$ cat src/rtl/piso_unloader.sv
// piso_unloader: transmit side of the parallel-load register path.
//
// A start command captures a parallel word. The word then leaves one bit per clock on sdo,
// with valid and first/last framing strobes. The command encoding is the 2-bit PE code of the
// load-register family: 11 start, 10 pause, 01 abort, 00 none.
//
// Ports
//   clk_i         clock; all logic on the rising edge
//   r_i           synchronous active-high reset
//   pe_i          2-bit command
//   d_i           parallel word, sampled only when a start is accepted
//   sdo_o         serial data out
//   sdo_valid_o   sdo_o carries a payload bit this cycle
//   first_o       high with the first payload bit of a word
//   last_o        high with the final payload bit of a word
//   busy_o        a word is in flight (shifting or paused)
//   done_o        1-cycle pulse after the final bit of a word
//   aborted_o     1-cycle pulse after a word is dropped by an abort
//
// Every output is a flop. Its next value is derived from the next state, so a start accepted
// at one edge shows the first bit straight after that edge. A start issued in the done cycle
// therefore leaves exactly one idle cycle between frames.

module piso_unloader #(
  parameter int unsigned WIDTH     = 4,
  parameter bit          MSB_FIRST = 1'b0
) (
  input  logic             clk_i,
  input  logic             r_i,
  input  logic [1:0]       pe_i,
  input  logic [WIDTH-1:0] d_i,
  output logic             sdo_o,
  output logic             sdo_valid_o,
  output logic             first_o,
  output logic             last_o,
  output logic             busy_o,
  output logic             done_o,
  output logic             aborted_o
);

  localparam int unsigned CntW = $clog2(WIDTH);
  localparam logic [CntW-1:0] CntMax = CntW'(WIDTH - 1);

  localparam logic [1:0] CmdStart = 2'b11;
  localparam logic [1:0] CmdPause = 2'b10;
  localparam logic [1:0] CmdAbort = 2'b01;

  typedef enum logic [1:0] {
    StIdle,
    StShift,
    StPause
  } state_e;

  state_e           state_q, state_d;
  logic [WIDTH-1:0] shreg_q, shreg_d;
  logic [CntW-1:0]  cnt_q, cnt_d;

  logic sdo_q, sdo_d;
  logic sdo_valid_q, sdo_valid_d;
  logic first_q, first_d;
  logic last_q, last_d;
  logic busy_q, busy_d;
  logic done_q, done_d;
  logic aborted_q, aborted_d;

  // shreg always holds the bit currently on show (or about to be) at its head end.
  logic [WIDTH-1:0] shreg_adv;
  logic             head_bit;

  always_comb begin
    shreg_adv = '0;
    if (MSB_FIRST) begin
      shreg_adv = {shreg_q[WIDTH-2:0], 1'b0};
    end else begin
      shreg_adv = {1'b0, shreg_q[WIDTH-1:1]};
    end
  end

  // Next-state logic. In SHIFT the bit on show this cycle is consumed at the coming edge
  // unless an abort drops it. A pause still consumes it, and the following bit waits in PAUSE.
  always_comb begin
    state_d   = state_q;
    shreg_d   = shreg_q;
    cnt_d     = cnt_q;
    done_d    = 1'b0;
    aborted_d = 1'b0;

    case (state_q)
      StIdle: begin
        // Pause and abort have no meaning without a word in flight.
        if (pe_i == CmdStart) begin
          shreg_d = d_i;
          cnt_d   = '0;
          state_d = StShift;
        end
      end

      StShift: begin
        if (pe_i == CmdAbort) begin
          shreg_d   = '0;
          cnt_d     = '0;
          aborted_d = 1'b1;
          state_d   = StIdle;
        end else begin
          shreg_d = shreg_adv;
          if (cnt_q == CntMax) begin
            // The final bit just went out; a pause here has nothing left to hold.
            cnt_d   = '0;
            done_d  = 1'b1;
            state_d = StIdle;
          end else begin
            cnt_d = cnt_q + CntW'(1);
            if (pe_i == CmdPause) begin
              state_d = StPause;
            end
          end
        end
      end

      StPause: begin
        if (pe_i == CmdAbort) begin
          shreg_d   = '0;
          cnt_d     = '0;
          aborted_d = 1'b1;
          state_d   = StIdle;
        end else if (pe_i != CmdPause) begin
          // Start is ignored mid-word, so it resumes just like "none".
          state_d = StShift;
        end
      end

      default: begin
        state_d = StIdle;
      end
    endcase
  end

  // Output next values, taken from the state the machine is about to enter.
  always_comb begin
    head_bit    = MSB_FIRST ? shreg_d[WIDTH-1] : shreg_d[0];
    sdo_valid_d = (state_d == StShift);
    // sdo holds its last value whenever no bit is on show.
    sdo_d       = sdo_valid_d ? head_bit : sdo_q;
    first_d     = sdo_valid_d && (cnt_d == '0);
    last_d      = sdo_valid_d && (cnt_d == CntMax);
    busy_d      = (state_d != StIdle);
  end

  always_ff @(posedge clk_i) begin
    if (r_i) begin
      state_q     <= StIdle;
      shreg_q     <= '0;
      cnt_q       <= '0;
      sdo_q       <= 1'b0;
      sdo_valid_q <= 1'b0;
      first_q     <= 1'b0;
      last_q      <= 1'b0;
      busy_q      <= 1'b0;
      done_q      <= 1'b0;
      aborted_q   <= 1'b0;
    end else begin
      state_q     <= state_d;
      shreg_q     <= shreg_d;
      cnt_q       <= cnt_d;
      sdo_q       <= sdo_d;
      sdo_valid_q <= sdo_valid_d;
      first_q     <= first_d;
      last_q      <= last_d;
      busy_q      <= busy_d;
      done_q      <= done_d;
      aborted_q   <= aborted_d;
    end
  end

  assign sdo_o       = sdo_q;
  assign sdo_valid_o = sdo_valid_q;
  assign first_o     = first_q;
  assign last_o      = last_q;
  assign busy_o      = busy_q;
  assign done_o      = done_q;
  assign aborted_o   = aborted_q;

endmodule

$ cat config.mk
export PLATFORM = sky130hd
export DESIGN_NAME = piso_unloader
export DESIGN_NICKNAME = d
export VERILOG_FILES = /design/src/rtl/piso_unloader.sv
export SDC_FILE = /design/constraint.sdc
export NUM_CORES = 1
export LEC_CHECK = 0
export CAP_MARGIN = 20
export CORE_MARGIN = 4
export CORE_UTILIZATION = 59
export DETAILED_ROUTE_END_ITERATION = 6
export DONT_BUFFER_PORTS = 1
export PLACE_DENSITY = 0.75
export SYNTH_ARGS = -nofsm -noshare
export SYNTH_HDL_FRONTEND = slang
export SYNTH_SLANG_ARGS = --single-unit
$ cat constraint.sdc
create_clock -name clk_i -period 2.2 [get_ports clk_i]
set_input_delay 0.44 -clock clk_i [delete_from_list [all_inputs] [get_ports clk_i]]
set_output_delay 0.44 -clock clk_i [all_outputs]
set_load 0.02 [all_outputs]
==> summary.md <==
| Metric | Value |
|---|---|
| Worst Hold Launch | r_i |
| Mapped cell area | 848 µm² |
| Total of max-cap violations | 0 |
| Clk sinks | 15 |
| Die Wd | 45.9 µm |
| Seq/Total Area, Yosys | 0.354 |
| Placeable Area | approximately 1300 µm² |
| Final Slew Violations | 0 |
| Yosys reg bits | 15 |
| Most frequent cells in the layout | dfxtp_1 (15), a21oi_1 (11), nor2_1 (7) |
| Number of buffer and inverter stages on the critical path | 1 |
| Hold_buf cts | 0 |
| Worst Setup End Kind | flop |
| Tightest Pin Transition | between 0.3 and 0.4 ns |
| Most common cell after layout, fill and taps aside | dfxtp_1 |
| Hold path depth | 1 |
| DIE HEIGHT | 45.9 µm |
| Max reg flops | 4 |
| Root Buffer | clkbuf_4 |
| Hold/Removal Path Class | input pin to flop |
| Fmax | around 500 MHz |
| Share of cells above drive strength 1 | 0.163 |
| Number of antenna-violating nets in the routed design | 0 |
| Largest net degree at the start of global routing | 15 |
| Biggest register | shreg_q |
| Synth cell types | 37 |
| # DRC | 0 |
| Yosys warning count | 0 |
| Row cnt | 13 |
| # resized after CTS | 0 |
| Global-route wire length before repair | 2690 µm |
| Total Wirelength | 1600 µm |
| Crit path max-delay family | simple AND/OR/NAND/NOR gates |
| Worst-path clk slew | 0.09 ns |
| Largest buffer count on any clock path | 2 |
| CP Launch Type | flop |
| Cell count after synthesis | 93 |
| Status | complete, no violations |
| Post-Syn Nets | 106 |
| Antenna fix cells | 0 |
| Top Registers | shreg_q x4, cnt_q x2, state_q x2 |
| Vias per cell | 6.25 |
| Vias in the first global route | 640 |
| Pwr/cell area | 659 nW/µm² |
| Initial antenna violation count | 0 |
| Initial Util | 0.636 |
| Reg2reg path depth | 7 |
| Slew HR | 0.789 |
| Reg2reg start | state_q[1] |
| Slowest CP cell | dfxtp_1 |
| Total CTS buffers | 3 |
| Max incr delay on CP | 0.41 ns |
| Nets | 106 |
| Period minus WS final | 2.00 ns |
| RSZ-0062 raised after global routing | no |
| Full die area | 2110 µm² |
| First-pass DRT Iterations | 4 |
| Fin. Hold Viols | 0 |
| Syn Area/Cell | 9.12 µm² |
| # Post-CTS Setup Buffers | 0 |
| CP Depth | 7 |
| Max FO, Critical Path | 9 |
| I/O Buffers | 0 |
| Pre-CTS setup slack | 0.251 ns |
| Detailed router's first-iteration violation count | 5 |
| Cell Chain, Critical Path | inv_1, ha_1, nand2b_1, o21ai_2, a31oi_2, nand2b_1, mux2_4 |
| LEAKAGE | 0.319 nW |
| R2r setup slk | 0.20 ns |
| Vias | 669 |
| H-tree levels | 1 |
| Final HPWL DP | 1160 µm |
| Setup TNS Final | 0 ns |
| GRT overflow | 0 |
| IO Count | 15 |
| Area Overhead vs Synth | 0.590% |
| Critical Path AT | between 2 and 2.5 ns |
| Crit Path Category | flop to flop |
| WL/cell | 15.0 µm |
| Tcrit/Tclk final | 0.908 |
| Final setup fails | 0 |
| Routability cong. | 0.788 |
| Most frequent CP cell | nand2b_1 |
| Overall global routing resource usage | 0.178 |
| Worst-skew pair later-pin latency | between 0.2 and 0.3 ns |
| Final worst setup slack | 0.203 ns |
| Worst Clk Skew | 0.00210 ns |
| CTS tree | done |
| CP startpoint | state_q[1] |
| Worst vdd ir | 372 µV |
| Hold WS | roughly 0.21 ns |
| CP required | between 2 and 2.5 ns |
cell type report:
type	instances	area, µm²
multi-input combinational	70	495
fill	113	480
sequential	15	300
clock buffer	3	22.5
tap	15	18.8
inverter	3	11.3
clock inverter	1	5.00
routing by layer:
layer	GRT usage	routed length, µm	share of wire
met2	0.288	796	0.50
met4	0.102	36	0.022
met5	0	0	0
met1	0.215	699	0.44
met3	0.0356	70	0.044
worst reg2reg max path, cell delays in order (launching register included):
cell,delay [ns]
dfxtp_1,0.41
inv_1,0.10
ha_1,0.30
nand2b_1,0.25
o21ai_2,0.11
a31oi_2,0.26
nand2b_1,0.17
mux2_4,0.29
cell usage after synthesis:
| cell | count | area share |
|---|---|---|
| o32ai_2 | 1 | 0.019 |
| dfxtp_1 | 15 | 0.35 |
| nor3b_2 | 1 | 0.015 |
| o21bai_2 | 1 | 0.013 |
| mux2_4 | 1 | 0.018 |
| and2b_4 | 1 | 0.012 |
| nor2b_1 | 2 | 0.015 |
| o21bai_1 | 1 | 0.0089 |
| a31oi_2 | 1 | 0.015 |
| nand2_1 | 6 | 0.027 |
| buf_4 | 2 | 0.018 |
| nand4_1 | 2 | 0.015 |
| ha_1 | 5 | 0.074 |
| and2b_1 | 1 | 0.0089 |
| or3_1 | 2 | 0.015 |
| a21o_1 | 1 | 0.0089 |
| a32oi_1 | 3 | 0.031 |
| nor2_2 | 1 | 0.0074 |
| nor3_1 | 4 | 0.024 |
| o221a_1 | 1 | 0.013 |
| o21ai_0 | 2 | 0.012 |
| nor3b_1 | 2 | 0.018 |
| or2_4 | 1 | 0.010 |
| buf_6 | 2 | 0.027 |
| o21ai_2 | 2 | 0.021 |
| or2_1 | 1 | 0.0074 |
| nand3_1 | 1 | 0.0059 |
| mux2i_1 | 1 | 0.012 |
| a211oi_1 | 1 | 0.0089 |
| and3b_1 | 1 | 0.010 |
| inv_1 | 3 | 0.013 |
| nor2_1 | 7 | 0.031 |
| a22oi_2 | 1 | 0.015 |
| clkbuf_1 | 1 | 0.0044 |
| nand2b_1 | 3 | 0.022 |
| a21oi_1 | 11 | 0.065 |
| o21a_1 | 1 | 0.0089 |
power by group:
part	total [mW]	switching [mW]	internal (mW)
clock network	0.157	0.0897	0.0676
logic	0.0993	0.0556	0.0437
registers	0.306	0.0195	0.286
logic make-up after synthesis:
family                     count (synthesis)  share of synthesized area
adders and majority gates                  5                     0.0737
muxes                                      2                     0.0295
and+or+nand+nor                           36                      0.242
DFF                                       15                      0.354
AOI/OAI and AO/OA                         27                      0.239
buffers and inverters                      8                     0.0619
final timing paths:
check                    end
hold / removal    shreg_q[1]
setup reg to reg       sdo_o
hold reg to reg   shreg_q[1]
setup / recovery       sdo_o
through the flow:
stage,total power [mW],cell area (µm²),std cells,util
after floorplan,0.405,848,93,-
after global placement,0.409,826,103,0.619
after detailed placement,0.410,826,103,0.619
after CTS,0.570,853,107,0.640
after global routing,0.599,853,107,0.640
final,0.562,853,107,0.640
(Power assumes the default switching activity.)
